===== config.mk =====
export PLATFORM = sky130hd
export DESIGN_NAME = bf_step_counter
export DESIGN_NICKNAME = d
export VERILOG_FILES = /design/src/rtl/bf_step_counter.sv
export SDC_FILE = /design/constraint.sdc
export NUM_CORES = 1
export LEC_CHECK = 0
export CAP_MARGIN = 10
export CELL_PAD_IN_SITES_DETAIL_PLACEMENT = 1
export CELL_PAD_IN_SITES_GLOBAL_PLACEMENT = 1
export CORE_MARGIN = 8
export CORE_UTILIZATION = 42
export DETAILED_ROUTE_END_ITERATION = 10
export GPL_TIMING_DRIVEN = 0
export PLACE_DENSITY = 0.94
export SKIP_CTS_REPAIR_TIMING = 1
export SYNTH_ARGS = -nofsm -noshare
export SYNTH_HDL_FRONTEND = slang
export SYNTH_SLANG_ARGS = --single-unit
export TNS_END_PERCENT = 50

===== constraint.sdc =====
create_clock -name clk -period 5 [get_ports clk]
set_clock_uncertainty 0.2 [all_clocks]
set_input_delay 1.25 -clock clk [delete_from_list [all_inputs] [get_ports clk]]
set_output_delay 1.25 -clock clk [all_outputs]
set_load 0.1 [all_outputs]

===== src/rtl/bf_step_counter.sv =====
// Registered up/down counter with run-length step, load/clear, wrap or saturate,
// sticky over/underflow flags and a single-entry valid/ready result register.
module bf_step_counter #(
    parameter int              WIDTH     = 16,
    parameter int              STEP_W    = 8,
    parameter int              SATURATE  = 0,
    parameter logic [WIDTH-1:0] RESET_VAL = '0
) (
    input  logic             clk,
    input  logic             reset_n,
    input  logic             cmd_valid,
    output logic             cmd_ready,
    input  logic [2:0]       cmd_op,
    input  logic [WIDTH-1:0] cmd_operand,
    output logic             res_valid,
    input  logic             res_ready,
    output logic [WIDTH-1:0] value,
    output logic             zero,
    output logic             ovf,
    output logic             unf
);

    localparam logic [2:0] OP_INC    = 3'd0;
    localparam logic [2:0] OP_DEC    = 3'd1;
    localparam logic [2:0] OP_ADD    = 3'd2;
    localparam logic [2:0] OP_SUB    = 3'd3;
    localparam logic [2:0] OP_LOAD   = 3'd4;
    localparam logic [2:0] OP_CLEAR  = 3'd5;
    localparam logic [2:0] OP_CLRFLG = 3'd6;
    localparam logic [2:0] OP_NOP    = 3'd7;

    logic             accept;
    logic [WIDTH:0]   val_ext;
    logic [WIDTH:0]   step_ext;
    logic [WIDTH:0]   addend;
    logic [WIDTH:0]   sum;
    logic [WIDTH:0]   diff;
    logic [WIDTH-1:0] up_val;
    logic [WIDTH-1:0] dn_val;
    logic [WIDTH-1:0] nxt_val;
    logic             set_ovf;
    logic             set_unf;
    logic             clr_flags;

    assign cmd_ready = !res_valid || res_ready;
    assign accept    = cmd_valid && cmd_ready;
    assign zero      = (value == '0);

    assign val_ext  = {1'b0, value};
    assign step_ext = {{(WIDTH + 1 - STEP_W){1'b0}}, cmd_operand[STEP_W-1:0]};
    assign addend   = (cmd_op == OP_INC || cmd_op == OP_DEC) ?
                      {{WIDTH{1'b0}}, 1'b1} : step_ext;
    assign sum      = val_ext + addend;
    assign diff     = val_ext - addend;

    // Bit WIDTH of the extended result is the carry (add) or borrow (sub).
    assign up_val = (SATURATE != 0 && sum[WIDTH])  ? '1 : sum[WIDTH-1:0];
    assign dn_val = (SATURATE != 0 && diff[WIDTH]) ? '0 : diff[WIDTH-1:0];

    always_comb begin
        nxt_val   = value;
        set_ovf   = 1'b0;
        set_unf   = 1'b0;
        clr_flags = 1'b0;
        case (cmd_op)
            OP_INC, OP_ADD: begin
                nxt_val = up_val;
                set_ovf = sum[WIDTH];
            end
            OP_DEC, OP_SUB: begin
                nxt_val = dn_val;
                set_unf = diff[WIDTH];
            end
            OP_LOAD:   nxt_val   = cmd_operand;
            OP_CLEAR:  nxt_val   = '0;
            OP_CLRFLG: clr_flags = 1'b1;
            OP_NOP:    nxt_val   = value;
            default:   nxt_val   = value;
        endcase
    end

    always_ff @(posedge clk or negedge reset_n) begin
        if (!reset_n) begin
            value     <= RESET_VAL;
            ovf       <= 1'b0;
            unf       <= 1'b0;
            res_valid <= 1'b0;
        end else if (accept) begin
            value     <= nxt_val;
            ovf       <= clr_flags ? 1'b0 : (ovf | set_ovf);
            unf       <= clr_flags ? 1'b0 : (unf | set_unf);
            res_valid <= 1'b1;
        end else if (res_ready) begin
            res_valid <= 1'b0;
        end
    end

endmodule


### Word-level counts from Yosys, hierarchy flattened

Index checks and enable logic that the tools add are counted.
W data, S select, Z words.

* $add $sub $neg: 2
* equal/unequal tests: 6
* muxes and demuxes: 9
* bitwise logic cells: 2
* reduce and logical (&&, ||, !) cells: 11

Operators with widths (count)
* $pmux W16 S4: 1
* $add A16 B8 Y17: 1
* $sub A16 B8 Y17: 1
* $logic_not A16 Y1: 1
* $eq A3 B3 Y1 const B: 3
* $mux W8: 1
* $mux W1: 7
* $eq A3 B2 Y1 const B: 2
* $reduce_bool A4 Y1: 1
* $reduce_or A2 Y1: 2
* $eq A3 B1 Y1 const B: 1
* $logic_not A3 Y1: 1
* $logic_or A1 B1 Y1: 2
* $or A1 B1 Y1: 2
* $reduce_and A2 Y1: 1
* $reduce_bool A2 Y1: 1
* $logic_and A1 B1 Y1: 1
* $logic_not A1 Y1: 1

* flip-flop bits (word level): 19
* input port bits: 23
* output and inout port bits: 21
* logic and storage cells: 34

### Depth between registers and ports, before layout

Gate-level depths: netlist (run 1).

* depth after elaboration: 7
* gate-level depth with buffers: 13

### Worst setup path before layout (run 1)

No wires, ideal clock.

* kind: register to output
* start: register value[8]
* end: output zero
* data arrival time: 3787 ps
* required time: 3550 ps
* slack: -237 ps
* stages on the path, launching flop included: 7
* cell sequence: dfrtp_1 > buf_2 > nor3_2 > nand2_1 > nor3_1 > inv_1 > nor3_1

* cells in the longest elaborated chain, start to end: 1

Ends and longest elaborated chain
* from (decl): line 17 `output logic [WIDTH-1:0] value,`
* from (signal assigned): line 89 `value <= nxt_val;`
* $logic_not A16 Y1: line 47 `assign zero = (value == '0);`
* to (decl): line 18 `output logic zero,`

No other way between the ends.

### Worst setup path after layout (run 1)

Ends and elaborated chain as after synthesis.

==> out/summary.log, run 1 <==
qor: timing.hold_ws 0.328 ns
qor: setup_path.criticalPathCategory reg2out
qor: clock_network.clock_latency 0.27 ns
qor: synthesis.synth_area_leaders dfrtp_1 (21%), ha_1 (9.5%), a21oi_1 (4.7%)
qor: setup_path.critical_path_peak_fanout 10
qor: power.sw_frac_of_total 0.591
qor: setup_path.path_cells buf_2, nor3_2, nand2_1, nor3_1, inv_1, nor3_2, clkdlybuf4s50_1
qor: setup_path.master_of_the_slowest_instance_on_the_critical_path clkdlybuf4s50_1
qor: synthesis.synthDominantCellAreaShare 0.212
qor: floorplan.initial_utilization 0.437
qor: timing.fin_setup_tns 0 ns
qor: worst_hold_path.hold-path-cell-count 1
qor: setup_path.arrival 3.21 ns
qor: power.p_switching 0.000804 W
qor: job.maxCapViolCount 0
qor: synthesis.synth-edff-count 0
qor: timing.drv_slew 0
qor: setup_path.r2r_start value[1]
qor: timing.setup_repair_after_global_routing_missed_its_margin no
qor: setup_path.ff2ff_setup_slack 2.22 ns
qor: global_routing.grt_pass1_vias 2660
qor: route.first_iter_violations 139
qor: layout.final_cell_count_no_fill 397
qor: timing.slew_headroom 0.336
qor: layout.layout.nets 370
qor: timing.layout_worst_path_cycle_share 0.931
qor: layout.antenna_cells_inserted 0
qor: global_routing.grt_usage 0.217
qor: synthesis.dominantRegCellSynth dfrtp_1
qor: power.power_density 485 nW/µm²
qor: worst_hold_path.hold_path_end unf
qor: floorplan.floorplan.die_area 7950 µm²
qor: timing.report.final.setup_viol 0
qor: global_routing.global_route_wire_length_before_repair 13400 µm
qor: clock_network.cts_tree done
qor: synthesis.postSynthCellCount 282
qor: power.power_frac_clock 0.089
qor: clock_network.worst_setup_hold_path_clk_slew 0.09 ns
qor: global_routing.overflow 0
qor: setup_path.reg2reg_to value[14]
qor: setup_path.timing.critical_path.slowest_cell_delay 1.16 ns
qor: worst_hold_path.hold_path_class reg2reg
qor: floorplan.boundaryPins 44
qor: clock_network.clockBufferDepth 2
qor: place.port-buffer-count 41
qor: setup_path.cp-end-kind output port
qor: synthesis.netlist_area 2250 µm²
qor: setup_path.critPathLaunchType register
qor: clock_network.clkSinkCount 19
qor: route.route.detailed.wl_per_inst 20.6 µm
qor: power.p_leak 1.16 nW
qor: synthesis.post_synth.cell_area_avg 7.97 µm²
qor: layout.utilization 0.545
qor: power.power.combinational.fraction 0.725
qor: route.vias 2427
qor: setup_path.r2r.worst_path.cells 8
qor: timing.fmax 0.215 GHz
qor: synthesis.synth.net_count 324
qor: synthesis.netlist_top_cells_count nand2_1 (27), a21oi_1 (21), inv_1 (20), dfrtp_1 (19), nor2_1 (19)
qor: timing.worstMarginPinSlew 0.992 ns
qor: setup_path.critical-path-top-delay-family buffers and inverters
qor: route.via_to_cell_ratio 6.11
qor: synthesis.yosys_warnings 0
qor: layout.layout-area-overhead-vs-synth 24.6%
qor: floorplan.floorplan.rows 26
qor: setup_path.cp_data_required_time 3.55 ns
qor: outcome.status complete, no violations
qor: synthesis.synth.most_common_cell nand2_1
qor: global_routing.grt_max_degree 20
qor: floorplan.core 5140 µm²
qor: route.drt-total-wl 8160 µm
qor: power.post_layout_power 0.00136 W
qor: clock_network.number_of_buffers_created_by_cts 3
qor: synthesis.ys_seq_elements 19
qor: synthesis.sequential_cell_area_fraction_in_the_yosys_report 0.212
qor: synthesis.synth_largest_area_cell dfrtp_1
qor: place.gp_congestion 0.898
qor: clock_network.cts-htree-levels 1
qor: place.hpwlAfterDp 6150 µm
qor: global_routing.antenna_found_initial 0
qor: floorplan.die-height 89.1 µm
qor: synthesis.share_of_synthesized_flip_flops_with_an_asynchronous_set_or_reset 1.00
qor: route.pre_antenna_drt_iters 4
qor: place.dp.cells 393
qor: worst_hold_path.worst_hold_startpoint unf
qor: route.route.detailed.drc 0
qor: floorplan.dieWidth 89.1 µm
qor: power.seq_power_share 0.186
qor: setup_path.critical_path_depth 7
qor: timing.hold_violations 0
qor: setup_path.worst_path_most_repeated_cell nor3_2
qor: layout.post_route_cells_drive_above_1_share 0.0917
qor: power.internal-power 0.000556 W
qor: route.detail-route-antenna-nets 0
qor: clock_network.root_buffer clkbuf_8
qor: power.vdd_drop_max 0.000264 V
qor: setup_path.cp.buffers_inverters 3
qor: synthesis.synth.lib_cells_used.distinct 69
qor: timing.post-route-min-period 4.66 ns
-- final cells by class --
type | count | area (µm²)
fillers | 665 | 2340
multi-input cells | 225 | 1610
flip-flops and latches | 19 | 475
repair buffers | 41 | 410
plain buffers | 18 | 92.6
well taps | 70 | 87.6
inverters | 20 | 75.1
clock buffers | 3 | 41.3
clock inverters | 1 | 5.00
-- per-layer routing --
layer	share of wire	track usage
met1	0.43	0.269
met2	0.50	0.380
met3	0.052	0.0230
met4	0.015	0.0665
met5	0	0
-- layout by cell type (no fill, tap or decap), types with 15 or more instances in the layout --
master	instances
o21ai_0	15
inv_1	20
a21oi_1	20
dfrtp_1	19
ha_1	17
clkdlybuf4s50_1	41
nand2_1	27
nor2_1	19
-- worst max path at each step --
stage,startpoint,to
after floorplan,value[8],zero
after global placement,cmd_op[1],value[14]
after detailed placement,cmd_op[1],value[14]
after CTS,cmd_op[1],value[14]
after global routing,value[8],zero
final,value[8],zero
-- worst reg2reg max path, delay by kind of cell, from the launching register on --
kind	cells	cell delay, ns
DFF	1	0.46
adders and majority gates	1	0.52
and+or+nand+nor	1	0.14
buffers and inverters	1	0.14
AOI/OAI and AO/OA	5	1.19
-- flip-flops by register name, summed over array words and instances, names as in the netlist --
register	count
value	16
res_valid	1
unf	1
ovf	1
-- per-stage QoR --
stage,cell area [µm²],setup slack [ns]
finish,2800,0.343
global route,2800,0.213
CTS,2800,0.235
detailed placement,2750,-0.0453
global placement,2750,0.0698
floorplan,2250,0.623
-- logic make-up (layout without fill, tap and decap cells) --
group	after synthesis	after routing	share of synthesized area
multiplexers	2	2	0.00891
XOR/XNOR	7	7	0.0273
adder cells (fa/ha/maj)	19	19	0.112
flip-flops	19	19	0.212
AND/OR/NAND/NOR	94	94	0.221
AO/OA/AOI/OAI	103	103	0.344
buffers and inverters	38	83	0.0746
-- power groups by stage --
stage | logic [W] | registers [W] | clock network, W
after CTS | 0.000979 | 0.000252 | 0.000125
after global placement | 0.000939 | 0.000254 | 0
after floorplan | 0.000454 | 0.000530 | 0
after global routing | 0.00105 | 0.000261 | 0.000128
after detailed placement | 0.000971 | 0.000254 | 0
final | 0.000986 | 0.000253 | 0.000121
(Power assumes the default switching activity.)
==> run 2, diff against run 1 <==
Settings changed: CORE_UTILIZATION 42 to 40, CTS_BUF_LIST set to sky130_fd_sc_hd__clkbuf_2, CTS_CLUSTER_SIZE set to 40, PLACE_DENSITY 0.94 to 0.91.
==> out/summary.log, run 2 (synthesized netlist as in run 1, its figures left out) <==
qor: timing.drv_slew 0 [unchanged]
qor: worst_hold_path.hold-path-cell-count 1 [unchanged]
qor: timing.hold_violations 0 [unchanged]
qor: floorplan.die-height 91.0 µm [+2.0%]
qor: timing.post-route-min-period 4.73 ns [+0.0689 ns]
qor: setup_path.critPathLaunchType input port
qor: route.detail-route-antenna-nets 0 [unchanged]
qor: setup_path.ff2ff_setup_slack 1.94 ns [-0.28 ns]
qor: global_routing.global_route_wire_length_before_repair 13000 µm [-2.7%]
qor: clock_network.clock_latency 0.36 ns [+0.09 ns]
qor: worst_hold_path.worst_hold_startpoint unf
qor: setup_path.r2r_start value[1]
qor: floorplan.boundaryPins 44 [unchanged]
qor: setup_path.r2r.worst_path.cells 8 [unchanged]
qor: timing.setup_repair_after_global_routing_missed_its_margin no
qor: route.first_iter_violations 165 [+19%]
qor: layout.mostFrequentLayoutCells clkdlybuf4s50_1 (41), nand2_1 (27), a21oi_1 (21)
qor: floorplan.initial_utilization 0.411 [-0.0266]
qor: job.maxCapViolCount 0 [unchanged]
qor: route.pre_antenna_drt_iters 4 [unchanged]
qor: power.power_density 470 nW/µm² [-3.2%]
qor: clock_network.number_of_buffers_created_by_cts 3 [unchanged]
qor: power.p_leak 1.15 nW [-0.78%]
qor: place.hpwlAfterDp 6160 µm [+0.16%]
qor: setup_path.arrival 4.78 ns [+1.57 ns]
qor: global_routing.grt_usage 0.191 [-0.0260]
qor: floorplan.floorplan.die_area 8270 µm² [+4.1%]
qor: place.pre_cts_ws -0.0716 ns [-0.0263 ns]
qor: timing.slew_headroom 0.344 [+0.00785]
qor: place.port-buffer-count 41 [unchanged]
qor: route.drt-total-wl 7900 µm [-3.2%]
qor: place.detailed_place.area 2750 µm² [about the same]
qor: layout.layout_commonest_cell clkdlybuf4s50_1
qor: clock_network.clkSinkCount 19 [unchanged]
qor: global_routing.antenna_found_initial 0 [unchanged]
qor: timing.fmax 0.212 GHz [-1.5%]
qor: layout.utilization 0.507 [-0.0382]
qor: timing.postLayoutSetupSlackWorst 0.274 ns [-0.0689 ns]
qor: layout.post_route_cells_drive_above_1_share 0.0887 [-0.00306]
qor: layout.layout.nets 370 [unchanged]
qor: floorplan.dieWidth 91.0 µm [+2.0%]
qor: route.via_to_cell_ratio 5.97 [-2.3%]
qor: route.route.detailed.drc 0 [unchanged]
qor: place.gp_congestion 0.884 [-1.6%]
qor: layout.most_flop_heavy_register value
qor: setup_path.criticalPathCategory in2reg
qor: timing.worstMarginPinSlew 0.981 ns [-0.0117 ns]
qor: layout.layout-area-overhead-vs-synth 23.4%
qor: layout.antenna_cells_inserted 0 [unchanged]
qor: timing.report.final.setup_viol 0 [unchanged]
qor: setup_path.cp_data_required_time 5.05 ns [+1.50 ns]
qor: timing.layout_worst_path_cycle_share 0.945 [+0.0138]
qor: clock_network.root_buffer clkbuf_2
qor: route.vias 2384 [-1.8%]
qor: floorplan.floorplan.rows 27 [+3.8%]
qor: floorplan.core 5470 µm² [+6.5%]
qor: clock_network.worst_setup_hold_path_clk_slew 0.22 ns [+0.13 ns]
qor: outcome.status complete, no violations
qor: clock_network.clockBufferDepth 2 [unchanged]
qor: power.vdd_drop_max 0.000212 V [-20%]
qor: global_routing.grt_max_degree 20 [unchanged]
qor: setup_path.critical_path_peak_fanout 9 [-1]
qor: route.route.detailed.wl_per_inst 19.8 µm [-3.7%]
qor: worst_hold_path.hold_path_end unf
qor: global_routing.grt_pass1_vias 2517 [-5.4%]
qor: worst_hold_path.hold_path_class reg2reg
qor: clock_network.cts-htree-levels 1 [unchanged]
qor: global_routing.overflow 0 [unchanged]
qor: setup_path.reg2reg_to value[14]
qor: layout.largest_register_ff_count 16 [unchanged]
qor: layout.finish.instance_area 2770 µm² [-0.98%]
qor: clock_network.cts_tree done
qor: setup_path.cp-end-kind register
-- run 2: metrics by stage --
step | instances | TNS (ns) | total power [W] | hold slack (ns)
2_1_floorplan | 282 | 0 | 0.000983 | 0.754
3_3_place_gp | 395 | 0 | 0.00119 | 0.295
3_5_place_dp | 395 | -0.116 | 0.00122 | 0.287
4_1_cts | 399 | 0 | 0.00130 | 0.351
5_1_grt | 399 | 0 | 0.00138 | 0.383
6_report | 399 | 0 | 0.00130 | 0.343
-- run 2: critical path: stages --
cell             delay, ns
clkdlybuf4s50_1       0.47
or2_2                 0.30
clkbuf_1              0.26
nand2b_1              0.23
ha_1                  0.18
inv_1                 0.05
fa_1                  0.43
nor2_1                0.13
o221ai_1              0.18
a21oi_1               0.74
a21oi_1               0.18
o31ai_1               0.27
o21ai_1               0.10
-- run 2: layout make-up --
type,instances,area (µm²)
buffer,18,92.6
sequential,19,475
multi-input combinational,225,1610
timing repair buffer,41,410
fill,701,2700
clock inverter,1,5.00
tap,72,90.1
inverter,20,75.1
clock buffer,3,15.0
-- run 2: worst max-delay path by stage --
stage / start / to / slack [ns] / cells after the start
3_3_place_gp: cmd_op[1] / value[14] / 0.11 / 13
4_1_cts: value[8] / zero / 0.29 / 7
2_1_floorplan: value[8] / zero / 0.62 / 6
5_1_grt: cmd_op[1] / value[14] / 0.03 / 13
6_report: cmd_op[1] / value[14] / 0.27 / 13
3_5_place_dp: cmd_op[1] / value[14] / -0.07 / 13
-- run 2: power breakdown --
group / internal (W) / switching, W / total [W]
clock network: 0.0000181 / 0.0000617 / 0.0000798
logic: 0.000305 / 0.000665 / 0.000970
registers: 0.000192 / 0.0000609 / 0.000253
total: 0.000515 / 0.000787 / 0.00130
-- run 2: metal layers --
metal | wire length (µm) | track usage | up-vias
li1 | - | - | 1137
met3 | 437 | 0.0230 | 11
met1 | 3380 | 0.232 | 1144
met2 | 3960 | 0.340 | 92
met4 | 110 | 0.0573 | 0
met5 | 0 | 0 | -
==> run 3, diff against run 2 <==
Settings changed: SLEW_MARGIN set to 30.
==> out/summary.log, run 3 (synthesized netlist as in run 1, its figures left out) <==
qor: outcome.status complete, no violations
qor: route.route.detailed.drc 0 [unchanged]
qor: timing.worstMarginPinSlew 0.981 ns [unchanged]
qor: route.vias 2384 [unchanged]
qor: route.first_iter_violations 165 [unchanged]
qor: setup_path.cp-end-kind register
qor: clock_network.cts_tree done
qor: setup_path.cp_data_required_time 5.05 ns [about the same]
qor: timing.layout_worst_path_cycle_share 0.945 [unchanged]
qor: timing.drv_slew 0 [unchanged]
qor: place.hpwlAfterDp 6160 µm [about the same]
qor: timing.post-route-min-period 4.73 ns [unchanged]
qor: global_routing.global_route_wire_length_before_repair 13000 µm [unchanged]
qor: floorplan.core 5470 µm² [unchanged]
qor: clock_network.clkSinkCount 19 [unchanged]
qor: power.p_switching 0.000787 W [unchanged]
qor: setup_path.criticalPathCategory in2reg
qor: route.via_to_cell_ratio 5.97 [unchanged]
qor: global_routing.antenna_found_initial 0 [unchanged]
qor: layout.post_route_cells_drive_above_1_share 0.0917 [+0.00306]
qor: clock_network.clockBufferDepth 2 [unchanged]
qor: setup_path.r2r_start value[1]
qor: worst_hold_path.worst_hold_startpoint unf
qor: layout.layout_commonest_cell clkdlybuf4s50_1
qor: timing.hold_ws 0.343 ns [unchanged]
qor: power.vdd_drop_max 0.000212 V [about the same]
qor: timing.fmax 0.212 GHz [unchanged]
qor: floorplan.initial_utilization 0.411 [unchanged]
qor: power.internal-power 0.000515 W [about the same]
qor: worst_hold_path.hold_path_end unf
qor: global_routing.grt_pass1_vias 2517 [unchanged]
qor: floorplan.floorplan.rows 27 [unchanged]
qor: layout.layout-area-overhead-vs-synth 23.2%
qor: setup_path.r2r.worst_path.cells 8 [unchanged]
qor: worst_hold_path.hold_path_class reg2reg
qor: floorplan.dieWidth 91.0 µm [unchanged]
qor: layout.largest_register_ff_count 16 [unchanged]
qor: global_routing.overflow 0 [unchanged]
qor: worst_hold_path.hold-path-cell-count 1 [unchanged]
qor: route.pre_antenna_drt_iters 4 [unchanged]
qor: route.drt-total-wl 7890 µm [about the same]
qor: layout.most_flop_heavy_register value
qor: timing.slew_headroom 0.344 [unchanged]
qor: timing.hold_violations 0 [unchanged]
qor: clock_network.cts-htree-levels 1 [unchanged]
qor: power.power_frac_clock 0.061 [about the same]
qor: layout.mostFrequentLayoutCells clkdlybuf4s50_1 (40), nand2_1 (27), a21oi_1 (21)
qor: floorplan.die-height 91.0 µm [unchanged]
qor: place.gp_congestion 0.884 [unchanged]
qor: layout.antenna_cells_inserted 0 [unchanged]
qor: clock_network.number_of_buffers_created_by_cts 3 [unchanged]
qor: route.route.detailed.wl_per_inst 19.8 µm [about the same]
qor: job.maxCapViolCount 0 [unchanged]
qor: setup_path.critical_path_peak_fanout 9 [unchanged]
qor: floorplan.floorplan.die_area 8270 µm² [unchanged]
qor: power.seq_power_share 0.194 [about the same]
qor: layout.register_area 475 µm² [unchanged]
qor: floorplan.boundaryPins 44 [unchanged]
qor: power.power.combinational.fraction 0.744 [about the same]
qor: clock_network.clock_latency 0.36 ns [about the same]
qor: place.port-buffer-count 41 [unchanged]
qor: setup_path.reg2reg_to value[14]
qor: setup_path.critPathLaunchType input port
qor: setup_path.arrival 4.78 ns [about the same]
qor: timing.report.final.setup_viol 0 [unchanged]
qor: clock_network.root_buffer clkbuf_2
qor: layout.utilization 0.506 [-0.000914]
qor: layout.layout.nets 370 [unchanged]
qor: clock_network.worst_setup_hold_path_clk_slew 0.22 ns [about the same]
qor: setup_path.ff2ff_setup_slack 1.94 ns [about the same]
qor: route.detail-route-antenna-nets 0 [unchanged]
qor: timing.setup_repair_after_global_routing_missed_its_margin no
qor: layout.fillCellCount 699 [-0.29%]
qor: global_routing.grt_usage 0.191 [unchanged]
qor: global_routing.grt_max_degree 20 [unchanged]
qor: power.sw_frac_of_total 0.605 [about the same]
qor: timing.fin_setup_tns 0 ns [unchanged]
qor: layout.multiInputGateArea 1610 µm² [unchanged]
qor: power.p_leak 1.15 nW [about the same]
qor: power.power_density 471 nW/µm² [+0.15%]
==> run 3: cell count changes in the layout (fill, tap and decap cells not counted) <==
cell	previous run	this run
buf_2	5	6
clkdlybuf4s50_1	41	40
==> run 3: final cells by class <==
| class | instances | area share |
|---|---|---|
| inverters | 20 | 0.0271 |
| well taps | 72 | 0.0325 |
| multi-input cells | 225 | 0.581 |
| repair buffers | 41 | 0.146 |
| clock buffers | 3 | 0.00542 |
| plain buffers | 18 | 0.0335 |
| clock inverters | 1 | 0.00181 |
| flip-flops and latches | 19 | 0.172 |
==> run 3: routing by layer <==
metal | wire length [µm] | global-route usage
met3 | 437 | 0.0230
met2 | 3960 | 0.340
met1 | 3380 | 0.232
met5 | 0 | 0
met4 | 110 | 0.0573
==> run 3: power by group through the flow <==
stage	Clock (W)	Sequential, W	Combinational, W
finish	0.0000798	0.000253	0.000969
CTS	0.0000846	0.000253	0.000967
floorplan	0	0.000530	0.000454
global route	0.0000881	0.000261	0.00103
global placement	0	0.000252	0.000940
detailed placement	0	0.000256	0.000964
==> run 3: worst max-delay path by stage <==
stage	end	slack, ns	start
2_1_floorplan	zero	0.62	value[8]
3_3_place_gp	value[14]	0.11	cmd_op[1]
3_5_place_dp	value[14]	-0.07	cmd_op[1]
4_1_cts	zero	0.29	value[8]
5_1_grt	value[14]	0.03	cmd_op[1]
6_report	value[14]	0.27	cmd_op[1]
==> run 3: metrics by stage <==
stage,area (µm²),std cells,power [W],setup WS [ns]
finish,2770,399,0.00130,0.274
global route,2770,399,0.00138,0.0301
CTS,2770,399,0.00130,0.295
detailed placement,2750,395,0.00122,-0.0716
global placement,2750,395,0.00119,0.112
floorplan,2250,282,0.000983,0.623
==> run 3: worst max-delay path, stage by stage <==
cell,delay (ns)
clkdlybuf4s50_1,0.47
or2_2,0.30
clkbuf_1,0.26
nand2b_1,0.23
ha_1,0.18
inv_1,0.05
fa_1,0.43
nor2_1,0.13
o221ai_1,0.18
a21oi_1,0.74
a21oi_1,0.18
o31ai_1,0.27
o21ai_1,0.10
